[src/rtl/fp_pkg.sv]
// Shared constants and operand classification for the single-precision FP datapath.
// Used by the float-to-int converter and its right shifter.

package fp_pkg;

    localparam logic [7:0]  FP_BIAS          = 8'd127;
    localparam logic [7:0]  FP_INT_EXP_LIMIT = 8'd158;
    localparam logic [7:0]  FP_EXP_MAX       = 8'd255;
    localparam logic [31:0] INT32_MIN        = 32'h8000_0000;
    localparam logic [31:0] INT32_MAX        = 32'h7FFF_FFFF;

    typedef enum logic [1:0] {
        ZERO,
        NAN,
        BIG,
        NORMAL
    } fp_class_e;

    // NAN must be tested before BIG since both have the maximum exponent.
    function automatic fp_class_e fp_classify(input logic [7:0] e, input logic [22:0] m);
        fp_class_e cls;
        if (e < FP_BIAS) begin
            cls = ZERO;
        end else if (e == FP_EXP_MAX && m != 23'd0) begin
            cls = NAN;
        end else if (e >= FP_INT_EXP_LIMIT) begin
            cls = BIG;
        end else begin
            cls = NORMAL;
        end
        return cls;
    endfunction

    // Only -2^31 itself fits the integer range among the BIG operands.
    function automatic logic fp_is_int32_min(input logic s, input logic [7:0] e,
                                             input logic [22:0] m);
        return s && (e == FP_INT_EXP_LIMIT) && (m == 23'd0);
    endfunction

endpackage

[src/rtl/fp_rshift.sv]
// 32-bit combinational logical right barrel shifter, five log stages.
// Bits shifted past bit 0 are discarded.

module fp_rshift (
    input  logic [31:0] din,
    input  logic [4:0]  amt,
    output logic [31:0] dout
);

    logic [31:0] lvl1;
    logic [31:0] lvl2;
    logic [31:0] lvl4;
    logic [31:0] lvl8;
    logic [31:0] lvl16;

    always_comb begin
        lvl1 = din;
        if (amt[0]) begin
            lvl1 = {1'b0, din[31:1]};
        end
    end

    always_comb begin
        lvl2 = lvl1;
        if (amt[1]) begin
            lvl2 = {2'b0, lvl1[31:2]};
        end
    end

    always_comb begin
        lvl4 = lvl2;
        if (amt[2]) begin
            lvl4 = {4'b0, lvl2[31:4]};
        end
    end

    always_comb begin
        lvl8 = lvl4;
        if (amt[3]) begin
            lvl8 = {8'b0, lvl4[31:8]};
        end
    end

    always_comb begin
        lvl16 = lvl8;
        if (amt[4]) begin
            lvl16 = {16'b0, lvl8[31:16]};
        end
    end

    assign dout = lvl16;

endmodule

[src/rtl/float_to_int.sv]
// Three-stage IEEE-754 single to int32 converter: truncate toward zero, saturate on overflow.
// All stages advance together on en; valid travels beside the data.

module float_to_int
    import fp_pkg::*;
(
    input  logic        clk,
    input  logic        rst,
    input  logic        en,
    input  logic        in_valid,
    input  logic [31:0] fl,
    output logic        out_valid,
    output logic [31:0] res,
    output logic        ovf
);

    // ---------------------------------------------------------------- S0: unpack
    fp_class_e   in_cls;

    logic        s0_valid_q;
    logic        s0_sign_q;
    logic [7:0]  s0_exp_q;
    logic [22:0] s0_man_q;
    fp_class_e   s0_cls_q;

    assign in_cls = fp_classify(fl[30:23], fl[22:0]);

    always_ff @(posedge clk or posedge rst) begin
        if (rst) begin
            s0_valid_q <= 1'b0;
            s0_sign_q  <= 1'b0;
            s0_exp_q   <= 8'd0;
            s0_man_q   <= 23'd0;
            s0_cls_q   <= ZERO;
        end else if (en) begin
            s0_valid_q <= in_valid;
            s0_sign_q  <= fl[31];
            s0_exp_q   <= fl[30:23];
            s0_man_q   <= fl[22:0];
            s0_cls_q   <= in_cls;
        end
    end

    // ---------------------------------------------------------------- S1: align
    logic [7:0]  shift_full;
    logic [4:0]  shift_amt;
    logic [31:0] significand;
    logic [31:0] shifted;
    logic        exact_min;
    logic        unused_shift_hi;

    // Within NORMAL the distance is 1..31, so the low five bits carry it exactly.
    assign shift_full      = FP_INT_EXP_LIMIT - s0_exp_q;
    assign shift_amt       = shift_full[4:0];
    assign unused_shift_hi = ^shift_full[7:5];
    assign significand     = {1'b1, s0_man_q, 8'b0};
    assign exact_min       = fp_is_int32_min(s0_sign_q, s0_exp_q, s0_man_q);

    fp_rshift u_rshift (
        .din  (significand),
        .amt  (shift_amt),
        .dout (shifted)
    );

    logic        s1_valid_q;
    logic        s1_sign_q;
    logic [31:0] s1_mag_q;
    fp_class_e   s1_cls_q;
    logic        s1_exact_min_q;

    always_ff @(posedge clk or posedge rst) begin
        if (rst) begin
            s1_valid_q     <= 1'b0;
            s1_sign_q      <= 1'b0;
            s1_mag_q       <= 32'd0;
            s1_cls_q       <= ZERO;
            s1_exact_min_q <= 1'b0;
        end else if (en) begin
            s1_valid_q     <= s0_valid_q;
            s1_sign_q      <= s0_sign_q;
            s1_mag_q       <= shifted;
            s1_cls_q       <= s0_cls_q;
            s1_exact_min_q <= exact_min;
        end
    end

    // ---------------------------------------------------------------- S2: select
    logic [31:0] res_d;
    logic        ovf_d;

    always_comb begin
        res_d = 32'd0;
        ovf_d = 1'b0;
        unique case (s1_cls_q)
            ZERO: begin
                res_d = 32'd0;
                ovf_d = 1'b0;
            end
            NAN: begin
                res_d = INT32_MIN;
                ovf_d = 1'b1;
            end
            BIG: begin
                res_d = s1_sign_q ? INT32_MIN : INT32_MAX;
                ovf_d = s1_sign_q ? !s1_exact_min_q : 1'b1;
            end
            NORMAL: begin
                // Magnitude tops out at 2^31-128, so negation cannot wrap.
                res_d = s1_sign_q ? (32'd0 - s1_mag_q) : s1_mag_q;
                ovf_d = 1'b0;
            end
            default: begin
                res_d = 32'd0;
                ovf_d = 1'b0;
            end
        endcase
    end

    logic        s2_valid_q;
    logic [31:0] s2_res_q;
    logic        s2_ovf_q;

    always_ff @(posedge clk or posedge rst) begin
        if (rst) begin
            s2_valid_q <= 1'b0;
            s2_res_q   <= 32'd0;
            s2_ovf_q   <= 1'b0;
        end else if (en) begin
            s2_valid_q <= s1_valid_q;
            s2_res_q   <= res_d;
            s2_ovf_q   <= ovf_d;
        end
    end

    assign out_valid = s2_valid_q;
    assign res       = s2_res_q;
    assign ovf       = s2_ovf_q;

endmodule

[config.mk]
export PLATFORM = sky130hd
export DESIGN_NAME = float_to_int
export DESIGN_NICKNAME = d
export VERILOG_FILES = /design/src/rtl/fp_pkg.sv /design/src/rtl/fp_rshift.sv /design/src/rtl/float_to_int.sv
export SDC_FILE = /design/constraint.sdc
export NUM_CORES = 1
export LEC_CHECK = 0
export BUFFER_PORTS_ARGS = -buffer_cell sky130_fd_sc_hd__buf_2
export CORE_MARGIN = 4
export CORE_UTILIZATION = 59
export DETAILED_ROUTE_END_ITERATION = 10
export PLACE_DENSITY = 0.8
export SYNTH_ARGS = -nofsm -noshare
export SYNTH_HDL_FRONTEND = slang
export SYNTH_SLANG_ARGS = --single-unit
[constraint.sdc]
create_clock -name clk -period 4 [get_ports clk]
set_input_delay 0.4 -clock clk [delete_from_list [all_inputs] [get_ports clk]]
set_output_delay 0.4 -clock clk [all_outputs]
set_load 0.005 [all_outputs]
==> reports/summary.md <==
The flow ran to the end, and the final reports show no timing, DRC or antenna violations. STA classifies the critical path startpoint as a register. The synthesized design contains 106 register bits. Counting along the longest clock path gives a buffer depth of 2. After the last flow step, the layout net total stands at 697. The slowest cell on the critical path is sky130_fd_sc_hd__ha_1. The later-pin clock latency in the skew report was 0.38 ns.

The run gives 9 as the number of buffers inserted during clock tree synthesis. Count of final max-slew check failures: 0. The tools report the hold-fix buffer count after cts as 0. In this run the worst hold path is classified as input pin to asynchronous set/reset pin. The logs give 364 for the DRC violation total after the first TritonRoute iteration and 5169 for the number of global-route vias before repair. Dividing the detail-routed via count by the number of cells gives 6.53. The tree built by TritonCTS fans out to 106 sinks. TritonCTS built the clock tree. For this run, the leading register cell type out of synthesis is sky130_fd_sc_hd__dfrtp_1.

The unique cell type count in the Yosys netlist is 61. The die outline height came out at 112 um. The per-instance average area after synthesis was 10.4 um^2. The count of pins on the block boundary is 70. The initial antenna violation count is 0. The total via count after detailed routing is 5194. In this run the clock root is driven by a sky130_fd_sc_hd__clkbuf_8.

The effective utilization at floorplan was 61.0%. Across every metal layer, demand over resource in global routing totals 26.0%. The region available for standard cell placement spans 10400 um^2.

The global placer's final weighted congestion was 0.912. Of the available clock period, the critical path in the final layout requires 76.7%. The portion of netlist area occupied by mux cells came out at 17.5%.

After global routing the overflow that remains totals 0. The combined buffer and inverter count along the critical path was 1. The tools report the final number of setup-violating endpoints as 0. The count of instances resized after the clock tree is built is 0. The detailed placer's ending HPWL came out at 11700 um. CTS built an H-tree with a depth of 3. The maximum single-stage delay on the critical path works out to 1.03 ns. At the worst endpoint, the required time is 4.28 ns.

In this run the power density over the cells is 480 nW/um^2. The synthesized netlist devotes 19.1% of its cell area to compound gates. Traced cell by cell, the critical path runs through inv_2, ha_1, mux2_2, mux4_2, a22o_1, a221o_1. The run gives 0 as the count of endpoints failing hold in the final timing report.

IR analysis of the VDD net gives a maximum drop of 242 uV. At the pin with the least slew margin, the transition time is 1.07 ns. Number of antenna diodes: 0. The tools report the number of max-capacitance violations reported as 0. Across all hold checks on the routed design, the worst slack comes to 0.258 ns.

Once detail routing completed, the nets flagged for antenna violations numbered 0. Clock skew on the completed layout was measured at 0.0116 ns. The tools report the net count after synthesis as 651. Leaving out fill and tap cells, the most frequent cell in the layout is sky130_fd_sc_hd__dfrtp_1. Cells with a size suffix above 1 make up 27.3% of the layout. The library cells used most frequently in the layout, excluding fill and tap cells, are sky130_fd_sc_hd__dfrtp_1 (106), sky130_fd_sc_hd__buf_2 (69), sky130_fd_sc_hd__nand2_1 (56). The post-synthesis instance total is 608.

After synthesis the cells add up to 6320 um^2. Fill cells in the final layout number 842. For the final routed database, the setup TNS stands at 0 ns. The Yosys step of the flow raised 0 warnings.

Setup repair after global routing left no endpoint under its margin. The type of the worst setup path is register to register. For this run, design rule violations remaining after detail routing come to 0. The run gives 28.6% as the relative max-transition margin. The growth of design area from synthesis to finish was 10.5%; the fraction of synthesis flops using an asynchronous set or reset pin was 100%. The number of enable-type register cells in the synthesized netlist was 0. For the finished layout, the period the worst path requires is 3.07 ns. Of the total synthesized cell area, the portion taken by AND, OR, NAND and NOR gates is 11.9%. For the fmax, the log shows 326 MHz.

The port buffer count works out to 69. The synthesized-area fraction occupied by adder cells was 1.39%. The maximum fanout count along the critical path is 31. Clock-pin slew was measured on the worst setup and hold paths at 0.10 ns. The run gives 37 as the number of placement rows. The post-CTS setup repair buffer count was 0. By area, the combinational part of the netlist is dominated by compound AO/OA/AOI/OAI gates.

STA classifies the critical path endpoint as a register. The cell family contributing the most delay on the critical path was adder cells. The share of the Yosys chip area taken by registers is 41.9%.

The first global-routing pass estimated 26500 um of wire. At the worst endpoint, the arrival time is 3.34 ns. The analysis attributes to cell leakage a power of 3.03 nW. The die width was 112 um. The synthesized-area fraction occupied by xor and xnor cells works out to 4.02%. Post-detailed-route wirelength per cell: 19.9 um. The total wire length after detailed routing was 15800 um; the maximum number of pins on one net before global-route repair was 84. The pre-antenna-repair detailed-routing pass consisted of 5 iterations. For the die area, the log shows 12400 um^2.
-- where the power goes --
part | leakage [nW] | internal, mW | total [mW] | switching [mW]
clock network | 0.127 | 0.435 | 0.809 | 0.374
logic | 1.56 | 0.490 | 1.10 | 0.606
registers | 1.34 | 1.24 | 1.45 | 0.216
total | 3.03 | 2.16 | 3.36 | 1.20
-- metal layers --
metal,vias up,GRT usage [%],share of wire [%],routed length (um)
li1,2401,-,-,-
met1,2543,35.0,42,6660
met2,214,42.2,49,7680
met3,36,4.13,6.4,1020
met4,0,10.6,2.7,432
met5,-,0,0,0
-- path summary, 6_finish.rpt --
| kind | from | end | slack, ns | cells after the start |
|---|---|---|---|---|
| worst max register to register | s0_exp_q[0] | s1_mag_q[11] | 0.93 | 6 |
| worst min-delay path | rst | s1_valid_q | 0.26 | 2 |
| worst min register to register | res[6] | res[6] | 0.49 | 1 |
| worst max-delay path | s0_exp_q[0] | s1_mag_q[11] | 0.93 | 6 |
| max in group asynchronous | rst | s0_man_q[1] | 2.81 | 3 |
| min in group clk | in_valid | s0_valid_q | 0.26 | 2 |
-- area by class of cell --
type,count,area [um^2],share of cell area [%]
Sequential cell,106,2650,38.0
Clock inverter,6,113,1.61
Tap cell,136,170,2.43
Timing Repair Buffer,80,428,6.12
Clock buffer,10,138,1.97
Multi-Input combinational cell,438,3410,48.9
Inverter,19,73.8,1.06
-- through the flow --
stage	utilization, %	area, um^2	power [mW]	instances	setup WS [ns]
final	67.4	6990	3.36	795	0.933
after global routing	67.4	6990	3.55	795	0.793
after CTS	67.4	6990	3.35	795	0.944
after detailed placement	65.0	6740	2.55	779	0.964
after global placement	65.0	6740	2.51	779	1.04
after floorplan	-	6320	2.23	608	0.811
-- state kept, by name, indices dropped and copies added, names as in the netlist, 2 cells and up --
register and cells:
res 32, s1_mag_q 32, s0_man_q 23, s0_exp_q 8, s0_cls_q 2, s1_cls_q 2
-- kinds of logic (layout without fill, tap and decap cells) --
| group | Yosys count | after routing |
|---|---|---|
| AO/OA/AOI/OAI | 166 | 166 |
| AND/OR/NAND/NOR | 150 | 150 |
| flip-flops | 106 | 106 |
| multiplexers | 86 | 86 |
| buffers and inverters | 64 | 115 |
| XOR/XNOR | 29 | 29 |
| adder cells (fa/ha/maj) | 7 | 7 |
-- synthesized netlist by cell type, drive strengths merged (4+ instances only) --
master / count / area, um^2
dfrtp: 106 / 2650
ha: 7 / 87.6
clkbuf: 31 / 116
o2bb2ai: 9 / 78.8
nand2: 56 / 210
mux2: 54 / 608
a22oi: 26 / 195
or4: 7 / 60.1
nor2: 26 / 97.6
a32oi: 4 / 35.0
a221o: 7 / 70.1
nand4: 7 / 50.1
a222oi: 5 / 50.1
xnor2: 14 / 123
o31ai: 11 / 87.6
a21oi: 15 / 75.1
inv: 19 / 71.3
buf: 14 / 76.3
xor2: 15 / 131
nand3: 10 / 50.1
nor4: 17 / 106
o21ai: 53 / 269
a22o: 10 / 87.6
mux2i: 18 / 180
o41ai: 5 / 85.1
mux4: 14 / 315
nor3: 7 / 35.0
-- worst reg2reg max path, cell delays in order (launching register included) --
cell and delay [ns]:
sky130_fd_sc_hd__dfrtp_1 0.37, sky130_fd_sc_hd__inv_2 0.12, sky130_fd_sc_hd__ha_1 1.03, sky130_fd_sc_hd__mux2_2 0.46, sky130_fd_sc_hd__mux4_2 0.50, sky130_fd_sc_hd__a22o_1 0.24
sky130_fd_sc_hd__a221o_1 0.25
Power figures use the tool's default switching activity.
